[config.mk]
export PLATFORM = sky130hd
export DESIGN_NAME = serial_subtractor_flat
export DESIGN_NICKNAME = d
export VERILOG_FILES = /design/src/rtl/serial_subtractor_if.sv /design/src/rtl/serial_subtractor.sv /design/src/flat_wrapper.sv
export SDC_FILE = /design/constraint.sdc
export NUM_CORES = 1
export LEC_CHECK = 0
export CORE_MARGIN = 3
export CORE_UTILIZATION = 31
export DETAILED_ROUTE_END_ITERATION = 16
export PLACE_DENSITY = 0.53
export SLEW_MARGIN = 20
export SYNTH_ARGS = -nofsm -noshare
export SYNTH_HDL_FRONTEND = slang
export SYNTH_SLANG_ARGS = --single-unit
[constraint.sdc]
create_clock -name clk -period 1.7 [get_ports clk]
set_clock_uncertainty 0.15 [all_clocks]
set_input_delay 0.425 -clock clk [delete_from_list [all_inputs] [get_ports clk]]
set_output_delay 0.425 -clock clk [all_outputs]
set_load 0.05 [all_outputs]
[src/rtl/serial_subtractor_if.sv]
// Start/done handshake and operand/result bus for the bit-serial subtractor.
// The master side issues operations and the slave side computes them.
interface serial_subtractor_if #(
  parameter int WIDTH = 8
) ();
  logic             start;
  logic [WIDTH-1:0] a;
  logic [WIDTH-1:0] b;
  logic             bin;
  logic [WIDTH-1:0] diff;
  logic             bout;
  logic             ovf;
  logic             busy;
  logic             done;

  modport master (
    output start, a, b, bin,
    input  diff, bout, ovf, busy, done
  );

  modport slave (
    input  start, a, b, bin,
    output diff, bout, ovf, busy, done
  );
endinterface

[src/rtl/serial_subtractor.sv]
// Bit-serial A - B - bin using one full-subtractor cell and a borrow flop.
// Results are published only on completion and are held until the next one.
//   state  | meaning
//   S_IDLE | waiting for start
//   S_RUN  | one bit per clock, LSB first, WIDTH clocks
//   S_DONE | one-cycle done pulse; start here is accepted back-to-back
module serial_subtractor #(
  parameter int WIDTH = 8
) (
  input  logic              clk,
  input  logic              rst,
  serial_subtractor_if.slave bus
);

  localparam int CNT_W = (WIDTH > 1) ? $clog2(WIDTH) : 1;
  localparam logic [CNT_W-1:0] CNT_LAST = CNT_W'(WIDTH - 1);

  typedef enum logic [1:0] {S_IDLE, S_RUN, S_DONE} state_t;

  state_t           state_q, state_d;
  logic [WIDTH-1:0] a_sh_q, a_sh_d;
  logic [WIDTH-1:0] b_sh_q, b_sh_d;
  logic [WIDTH-1:0] res_q, res_d;
  logic [WIDTH-1:0] diff_q, diff_d;
  logic [CNT_W-1:0] cnt_q, cnt_d;
  logic             br_q, br_d;
  logic             bout_q, bout_d;
  logic             ovf_q, ovf_d;

  logic             d_bit;
  logic             br_nxt;
  logic [WIDTH-1:0] res_shift;

  assign d_bit     = a_sh_q[0] ^ b_sh_q[0] ^ br_q;
  assign br_nxt    = (~a_sh_q[0] & b_sh_q[0]) | (~(a_sh_q[0] ^ b_sh_q[0]) & br_q);
  assign res_shift = {d_bit, res_q[WIDTH-1:1]};

  always_comb begin
    state_d = state_q;
    a_sh_d  = a_sh_q;
    b_sh_d  = b_sh_q;
    res_d   = res_q;
    diff_d  = diff_q;
    cnt_d   = cnt_q;
    br_d    = br_q;
    bout_d  = bout_q;
    ovf_d   = ovf_q;
    case (state_q)
      S_IDLE, S_DONE: begin
        if (bus.start) begin
          a_sh_d  = bus.a;
          b_sh_d  = bus.b;
          br_d    = bus.bin;
          res_d   = '0;
          cnt_d   = '0;
          state_d = S_RUN;
        end else begin
          state_d = S_IDLE;
        end
      end
      S_RUN: begin
        a_sh_d = a_sh_q >> 1;
        b_sh_d = b_sh_q >> 1;
        res_d  = res_shift;
        br_d   = br_nxt;
        if (cnt_q == CNT_LAST) begin
          // Last step: the operand LSBs now hold the original MSBs.
          diff_d  = res_shift;
          bout_d  = br_nxt;
          ovf_d   = (a_sh_q[0] ^ b_sh_q[0]) & (d_bit ^ a_sh_q[0]);
          cnt_d   = '0;
          state_d = S_DONE;
        end else begin
          cnt_d = cnt_q + 1'b1;
        end
      end
      default: state_d = S_IDLE;
    endcase
  end

  always_ff @(posedge clk) begin
    if (rst) begin
      state_q <= S_IDLE;
      a_sh_q  <= '0;
      b_sh_q  <= '0;
      res_q   <= '0;
      diff_q  <= '0;
      cnt_q   <= '0;
      br_q    <= 1'b0;
      bout_q  <= 1'b0;
      ovf_q   <= 1'b0;
    end else begin
      state_q <= state_d;
      a_sh_q  <= a_sh_d;
      b_sh_q  <= b_sh_d;
      res_q   <= res_d;
      diff_q  <= diff_d;
      cnt_q   <= cnt_d;
      br_q    <= br_d;
      bout_q  <= bout_d;
      ovf_q   <= ovf_d;
    end
  end

  assign bus.diff = diff_q;
  assign bus.bout = bout_q;
  assign bus.ovf  = ovf_q;
  assign bus.busy = (state_q == S_RUN);
  assign bus.done = (state_q == S_DONE);

endmodule

[src/flat_wrapper.sv]
// flat-port wrapper written by rule: the top's interface ports become plain ports
module serial_subtractor_flat 
#(
  parameter int WIDTH = 8
)
  (clk, rst, bus_start, bus_a, bus_b, bus_bin, bus_diff, bus_bout, bus_ovf, bus_busy, bus_done);
  serial_subtractor_if #(.WIDTH(WIDTH)) bus_i ();
  input  logic clk;
  input  logic rst;
  input wire logic [$bits(bus_i.start)-1:0] bus_start;
  input wire logic [$bits(bus_i.a)-1:0] bus_a;
  input wire logic [$bits(bus_i.b)-1:0] bus_b;
  input wire logic [$bits(bus_i.bin)-1:0] bus_bin;
  output wire logic [$bits(bus_i.diff)-1:0] bus_diff;
  output wire logic [$bits(bus_i.bout)-1:0] bus_bout;
  output wire logic [$bits(bus_i.ovf)-1:0] bus_ovf;
  output wire logic [$bits(bus_i.busy)-1:0] bus_busy;
  output wire logic [$bits(bus_i.done)-1:0] bus_done;
  assign bus_i.start = bus_start;
  assign bus_i.a = bus_a;
  assign bus_i.b = bus_b;
  assign bus_i.bin = bus_bin;
  assign bus_diff = bus_i.diff;
  assign bus_bout = bus_i.bout;
  assign bus_ovf = bus_i.ovf;
  assign bus_busy = bus_i.busy;
  assign bus_done = bus_i.done;
  serial_subtractor #(.WIDTH(WIDTH)) u_core (.clk(clk), .rst(rst), .bus(bus_i));
endmodule
==> results.cfg, run 1 <==
[final_layout]
fin_util = 0.466
fin_nets = 255
fillers = 530
drive_gt1_frac = 0.185
area_growth_pct = 39.2
num_antenna_cells = 0

[synth]
synth.most_common_cell = nand2_1
yosysSeqAreaShare = 0.472
syn_nets = 221
avgSynthCellArea_um2 = 8.40
synth.top_cell.area_share = 0.472
syn_inst = 197
synth_enable_flop_cells = 0
yosys-top-cells-count = nand2_1 (56), dfxtp_1 (39), a21oi_1 (21)
ys.flop_type = dfxtp_1
synthTopCellsByArea = dfxtp_1 (47%), nand2_1 (13%), a21oi_1 (6.3%)
yosysWarnings = 0
synth_top_area_cell = dfxtp_1
synth-seq-cells = 39
ys_types = 27
netlist_area_um2 = 1660
ys_async_sr_fraction = 0

[cts]
cts_tree = built
h-tree-depth = 2
cts_root_buf = clkbuf_8
clk_pin_slew_ns = 0.07
clk-insertion-delay-late_ns = 0.28
clock-sinks = 39
numCtsBuffers = 5
clockBufferDepth = 2

[route]
wl_per_cell_um = 12.0
post-route-drc-count = 0
wl_um = 3600
drt_pass1_iterations = 4
initialDrtViolationCount = 90
drtAntennaViolNets = 0
highest_layer = met4
vias_per_cell = 4.67
vias = 1397
wl_met2_um = 1600
wl_met1_um = 1800
met3_length_um = 114

[placement]
portBuffers = 31
hpwl_um = 2230
place_congestion = 0.726

[power_and_ir_drop]
switching_share = 0.248
power_frac_clock = 0.343
p_sw_mw = 0.487
p_comb_frac = 0.157
p_int_mw = 1.48
cellPowerDensity_nw_per_um2 = 854
seq_power_share = 0.500
p_leak_nw = 0.842
ir_drop_mv = 0.419

[global_route]
grt_pass1_vias = 1317
grt_remaining_overflow = 0
grt_max_degree = 44
grt_use_total = 0.123
grt_pass1_wl_um = 6090
antenna_found_initial = 0

[sta]
final-setup-viol-count = 0
rsz0062_at_grt = yes
slew_headroom = 0.833
tns_ns = 0
worst_pin_slew_ns = 0.247
max_freq_mhz = 596
post-route-period-util = 0.987
hold_violations = 0
drv_slew = 0
min_period_ns = 1.68

[setup_path]
critical_path.slowest_cell = fa_1
max_stage_delay_ns = 0.51
cp-end-kind = flop
start_kind = flop
path_cells = inv_1 > fa_1 > xnor2_1 > or3_1 > a21oi_2
cp_data_required_time_ns = 1.78
worstPathMaxFanout = 2
crit_arrival_ns = 1.76
worst-setup-path-type = flop to flop

[floorplanning]
die-area_um2 = 6250
placeableCoreArea_um2 = 4940
ios = 32
rows = 25
start_util = 0.335
die_w_um = 79.1
die_h_um = 79.1

[worst_hold_path]
worstHoldPathType = flop to flop

[job]
cap_viol_max_count = 0

[outcome]
run_status = complete, no violations
## layer usage
layer | vias to the layer above | GRT usage
met4 | 0 | 0.0619
met2 | 25 | 0.185
met5 | - | 0
met1 | 630 | 0.167
li1 | 734 | -
met3 | 8 | 0.0227
## layout make-up
class	instances	area (um^2)	share of cell area
repair buffers	43	549	0.238
well taps	67	83.8	0.0364
clock buffers	8	100	0.0435
flip-flops and latches	39	783	0.340
inverters	4	17.5	0.00760
multi-input cells	138	769	0.334
## registers in the layout (all words and copies together) (netlist names), 2 cells and up
signal	cells
u_core.state_q	2
u_core.res_q	7
u_core.a_sh_q	8
u_core.bus.diff	8
u_core.cnt_q	3
u_core.b_sh_q	8
## worst max-delay path, delay by kind of cell, from the launching register on
kind	cells	cell delay [ns]
fa+ha+maj	1	0.51
flops	1	0.33
simple gates	1	0.32
xor+xnor	1	0.13
compound gates	1	0.13
buf+inv	1	0.05
## worst paths after layout
check	from	end	slack, ns	cells past startpoint
worst max-delay path	u_core.b_sh_q[0]	u_core.bus.ovf	0.02	5
worst min-delay path	u_core.res_q[1]	u_core.bus.diff[0]	0.31	2
worst max register to register	u_core.b_sh_q[0]	u_core.bus.ovf	0.02	5
worst min register to register	u_core.res_q[1]	u_core.bus.diff[0]	0.31	2
## logic make-up after synthesis
family                   share of synthesized area
AND/OR/NAND/NOR                              0.238
AO/OA/AOI/OAI                                0.178
flip-flops                                   0.472
buffers and inverters                       0.0718
adder cells (fa/ha/maj)                     0.0348
XOR/XNOR                                   0.00529
## repair_timing
| action | 4_1_cts | 5_1_grt |
|---|---|---|
| setup buffers | 1 | 0 |
| endpoints found under the hold margin | 0 | 0 |
| hold buffers | 0 | 0 |
| resized for setup | 2 | 6 |
| setup endpoints to repair | 2 | 3 |
| pin swaps | 0 | 1 |
## power groups by stage
stage	Clock, mW	Sequential, mW	Combinational [mW]
2_1_floorplan	0	1.00	0.192
3_3_place_gp	0	1.00	0.298
3_5_place_dp	0	1.00	0.300
4_1_cts	0.704	0.980	0.309
5_1_grt	0.735	0.988	0.339
6_report	0.676	0.983	0.309
## cells in the final DEF, fill, tap and decap left out, drive strengths merged, types with 2 or more instances in the layout
| master | synthesis | layout |
|---|---|---|
| nor2b | 2 | 2 |
| nand3 | 12 | 12 |
| nand2 | 56 | 56 |
| inv | 4 | 4 |
| nor2 | 18 | 18 |
| a311oi | 14 | 14 |
| clkdlybuf4s50 | 0 | 19 |
| clkbuf | 3 | 8 |
| dfxtp | 39 | 39 |
| buf | 13 | 24 |
| ha | 3 | 3 |
| a21oi | 21 | 21 |
| nand2b | 2 | 2 |
## metrics by stage
step | worst slack, ns | power [mW] | area [um^2] | std cells | hold WS [ns]
after floorplan | 0.0546 | 1.19 | 1660 | 197 | 0.282
final | 0.0219 | 1.97 | 2300 | 299 | 0.308
after global routing | -0.0280 | 2.06 | 2300 | 299 | 0.330
after global placement | -0.125 | 1.30 | 2170 | 290 | 0.298
after CTS | -0.0108 | 1.99 | 2290 | 299 | 0.312
after detailed placement | -0.173 | 1.30 | 2170 | 290 | 0.302
(Power assumes the default switching activity.)
==> inputs of run 2 (changes only) <==
--- a/config.mk
+++ b/config.mk
@@ -9,6 +9,7 @@
 export CORE_UTILIZATION = 31
 export DETAILED_ROUTE_END_ITERATION = 16
 export PLACE_DENSITY = 0.53
+export SKIP_CTS_REPAIR_TIMING = 1
 export SLEW_MARGIN = 20
 export SYNTH_ARGS = -nofsm -noshare
 export SYNTH_HDL_FRONTEND = slang
==> run 2 against run 1 <==
Net effect: clock-buffer cell count unchanged; sequential power about the same; setup slack improved by 0.013 ns; highest routed layer unchanged; largest cell class unchanged; non-clock buffer count decreased by 1; critical path depth decreased by 2; clock power about the same.
==> results.cfg, run 2 (synthesis gave the netlist of run 1 again) <==
[floorplanning]
start_util = 0.335
ios = 32
die-area_um2 = 6250
die_h_um = 79.1
die_w_um = 79.1
placeableCoreArea_um2 = 4940
rows = 25

[sta]
fin_hold_ws_ns = 0.308
worst_pin_slew_ns = 0.247
post-route-period-util = 0.980
rsz0062_at_grt = yes
min_period_ns = 1.67
hold_violations = 0
tns_ns = 0
drv_slew = 0
final-setup-viol-count = 0
slew_headroom = 0.833
max_freq_mhz = 600

[setup_path]
cp_data_required_time_ns = 1.12
crit_arrival_ns = 1.09
cp-end-kind = primary output
r2r-end = u_core.bus.ovf
reg2reg_from = u_core.b_sh_q[0]
start_kind = flop
worstPathMaxFanout = 6
worst-setup-path-type = flop to primary output
r2r_slack_ns = 0.03
r2r_cells = 5

[global_route]
antenna_found_initial = 0
grt_pass1_wl_um = 6090
grt_max_degree = 44
grt_pass1_vias = 1310
grt_remaining_overflow = 0
grt_use_total = 0.122

[final_layout]
drive_gt1_frac = 0.195
final_common_cell = nand2_1
final_cell_mix = nand2_1 (56), dfxtp_1 (36), a21oi_1 (20)
area_growth_pct = 38.9
fillers = 529
fin_nets = 254
num_antenna_cells = 0

[cts]
h-tree-depth = 2
clk-insertion-delay-late_ns = 0.29
clk_pin_slew_ns = 0.07
cts_root_buf = clkbuf_8
numCtsBuffers = 5
clock-sinks = 39
clockBufferDepth = 2
cts_tree = built

[power_and_ir_drop]
cellPowerDensity_nw_per_um2 = 855
p_leak_nw = 0.837
ir_drop_mv = 0.421

[placement]
portBuffers = 31
hpwl_um = 2230
place_congestion = 0.726

[route]
vias_per_cell = 4.67
wl_um = 3540
initialDrtViolationCount = 99
drt_pass1_iterations = 4
wl_per_cell_um = 11.9
drtAntennaViolNets = 0
post-route-drc-count = 0
vias = 1392

[job]
cap_viol_max_count = 0

[worst_hold_path]
min_from = u_core.res_q[1]
hold_end = u_core.bus.diff[0]
hold_depth = 2
worstHoldPathType = flop to flop

[outcome]
run_status = complete, no violations
[run 2: changes by cell type in the layout (fill, tap and decap cells not counted)]
cell	delta
dfxtp_1	-1
inv_1	-2
inv_2	+2
buf_4	-1
dfxtp_2	+1
clkinv_4	+1
inv_4	-1
[run 2: through the flow]
| stage | area [um^2] | total power, mW | utilization | setup slack [ns] | cells |
|---|---|---|---|---|---|
| after floorplan | 1660 | 1.19 | - | 0.0546 | 197 |
| after global placement | 2170 | 1.30 | 0.440 | -0.125 | 290 |
| after detailed placement | 2170 | 1.30 | 0.440 | -0.173 | 290 |
| after CTS | 2270 | 1.99 | 0.460 | -0.149 | 298 |
| after global routing | 2300 | 2.06 | 0.465 | -0.0173 | 298 |
| final | 2300 | 1.97 | 0.465 | 0.0344 | 298 |
[run 2: worst max-delay path, cell delays in order (launching register included)]
cell	delay, ns
dfxtp_1	0.34
buf_4	0.16
nor2b_2	0.15
buf_12	0.15
[run 2: per-layer routing]
| layer | global-route usage | vias to the layer above | share of wire |
|---|---|---|---|
| met4 | 0.0619 | 0 | 0.023 |
| met2 | 0.184 | 26 | 0.45 |
| met1 | 0.167 | 627 | 0.50 |
| met5 | 0 | - | 0 |
| met3 | 0.0227 | 8 | 0.036 |
| li1 | - | 731 | - |
[run 2: worst max path at each step]
stage	depth (start not counted)	startpoint	endpoint
global route	5	u_core.b_sh_q[0]	u_core.bus.ovf
CTS	3	u_core.state_q[1]	bus_busy
floorplan	5	u_core.b_sh_q[0]	u_core.bus.ovf
finish	3	u_core.state_q[0]	bus_done
global placement	5	bus_start	u_core.b_sh_q[5]
detailed placement	5	bus_start	u_core.b_sh_q[1]
[run 2: power by group]
group	switching (mW)	total [mW]	internal (mW)	leakage (nW)
combinational	0.157	0.306	0.149	0.466
sequential	0.0247	0.984	0.959	0.319
clock	0.308	0.678	0.370	0.0515
[run 2: final cells by class]
| class | count | area (um^2) | share of cell area |
|---|---|---|---|
| Sequential cell | 39 | 785 | 0.341 |
| Multi-Input combinational cell | 138 | 769 | 0.335 |
| Timing Repair Buffer | 42 | 542 | 0.236 |
| Clock buffer | 8 | 100 | 0.0435 |
| Tap cell | 67 | 83.8 | 0.0365 |
| Inverter | 4 | 20.0 | 0.00871 |
==> inputs of run 3 (changes only) <==
--- a/config.mk
+++ b/config.mk
@@ -8,7 +8,6 @@
 export CORE_MARGIN = 3
 export CORE_UTILIZATION = 31
 export DETAILED_ROUTE_END_ITERATION = 16
-export PLACE_DENSITY = 0.53
 export SKIP_CTS_REPAIR_TIMING = 1
 export SLEW_MARGIN = 20
 export SYNTH_ARGS = -nofsm -noshare
==> run 3 against run 2 <==
Net effect: critical endpoint is now u_core.bus.ovf; cell area down 0.60%; setup slack better by 0.032 ns; largest cell class unchanged; critical path depth up 2.
==> results.cfg, run 3 (synthesis gave the netlist of run 1 again) <==
[power_and_ir_drop]
seq_power_share = 0.502
cellPowerDensity_nw_per_um2 = 860
p_comb_frac = 0.150
p_leak_nw = 0.833
finalPower_mw = 1.97
power_frac_clock = 0.347
p_sw_mw = 0.489
switching_share = 0.249
ir_drop_mv = 0.346
p_int_mw = 1.48

[placement]
dpl_worst_slack_ns = -0.151
place_congestion = 0.707
portBuffers = 31
hpwl_um = 2170

[floorplanning]
die_w_um = 79.1
start_util = 0.335
placeableCoreArea_um2 = 4940
rows = 25
die-area_um2 = 6250
ios = 32
die_h_um = 79.1

[final_layout]
multi_input_area_um2 = 767
drive_gt1_frac = 0.190
final_cell_mix = nand2_1 (56), dfxtp_1 (36), a21oi_1 (21)
fillers = 515
area_growth_pct = 38.1
num_antenna_cells = 0
fin_nets = 254
final_common_cell = nand2_1
seq_area_um2 = 785

[setup_path]
worst-setup-path-type = flop to flop
start_kind = flop
worstPathMaxFanout = 2
crit_arrival_ns = 1.71
cp-end-kind = flop
cp_data_required_time_ns = 1.78

[route]
drtAntennaViolNets = 0
post-route-drc-count = 0
vias = 1410
initialDrtViolationCount = 92
drt_pass1_iterations = 4
vias_per_cell = 4.73
wl_per_cell_um = 11.6
wl_um = 3450

[sta]
fin_hold_ws_ns = 0.303
worst_pin_slew_ns = 0.332
slew_headroom = 0.779
tns_ns = 0
min_period_ns = 1.63
hold_violations = 0
post-route-period-util = 0.961
rsz0062_at_grt = no
setup_ws_ns = 0.0664
final-setup-viol-count = 0
drv_slew = 0
max_freq_mhz = 612

[global_route]
grt_pass1_wl_um = 5620
grt_max_degree = 44
grt_remaining_overflow = 0
antenna_found_initial = 0
grt_use_total = 0.114
grt_pass1_vias = 1237

[cts]
clk_pin_slew_ns = 0.07
h-tree-depth = 2
cts_tree = built
clock-sinks = 39
clk-insertion-delay-late_ns = 0.29
numCtsBuffers = 5
clockBufferDepth = 2
cts_root_buf = clkbuf_8

[worst_hold_path]
worstHoldPathType = flop to flop

[job]
cap_viol_max_count = 0

[outcome]
run_status = complete, no violations
==> run 3: cell count changes in the layout (fill, tap and decap cells not counted) <==
cell      before  now
and3b_2        0    1
inv_2          2    1
buf_6          1    2
and3b_1        1    0
clkinv_4       1    0
a21oi_2        1    0
inv_1          1    2
a21oi_1       20   21
buf_12        14   13
inv_4          0    1
==> run 3: final cells by class <==
type | instances | area share
Clock buffer | 8 | 0.0438
Inverter | 4 | 0.00766
Multi-Input combinational cell | 138 | 0.336
Sequential cell | 39 | 0.343
Tap cell | 67 | 0.0367
Timing Repair Buffer | 42 | 0.233
==> run 3: path summary, 6_finish.rpt <==
check,end,cells past startpoint,startpoint,slack (ns)
setup / recovery,u_core.bus.ovf,5,u_core.b_sh_q[0],0.07
hold / removal,u_core.bus.diff[0],2,u_core.res_q[1],0.30
setup reg to reg,u_core.bus.ovf,5,u_core.b_sh_q[0],0.07
hold reg to reg,u_core.bus.diff[0],2,u_core.res_q[1],0.30
==> run 3: critical path, stage by stage (launching register included) <==
cell	delay, ns
dfxtp_2	0.33
inv_2	0.04
fa_1	0.50
xnor2_1	0.13
or3_1	0.30
a21oi_1	0.12
==> run 3: metal layers <==
| metal | GRT usage | part of all wire |
|---|---|---|
| met1 | 0.155 | 0.47 |
| met2 | 0.161 | 0.45 |
| met3 | 0.0385 | 0.062 |
| met4 | 0.0567 | 0.021 |
| met5 | 0 | 0 |
==> run 3: power groups by stage <==
stage          clock network (mW)  registers [mW]  logic (mW)
2_1_floorplan                   0            1.00       0.192
3_3_place_gp                    0            1.00       0.283
3_5_place_dp                    0            1.00       0.286
4_1_cts                     0.698           0.984       0.287
5_1_grt                     0.739           0.993       0.327
6_report                    0.683           0.987       0.296
==> run 3: through the flow <==
stage                     cell area [um^2]  utilization  instances
after floorplan                       1660            -        197
after global placement                2150        0.434        288
after detailed placement              2150        0.434        288
after CTS                             2250        0.454        296
after global routing                  2290        0.463        298
final                                 2290        0.463        298
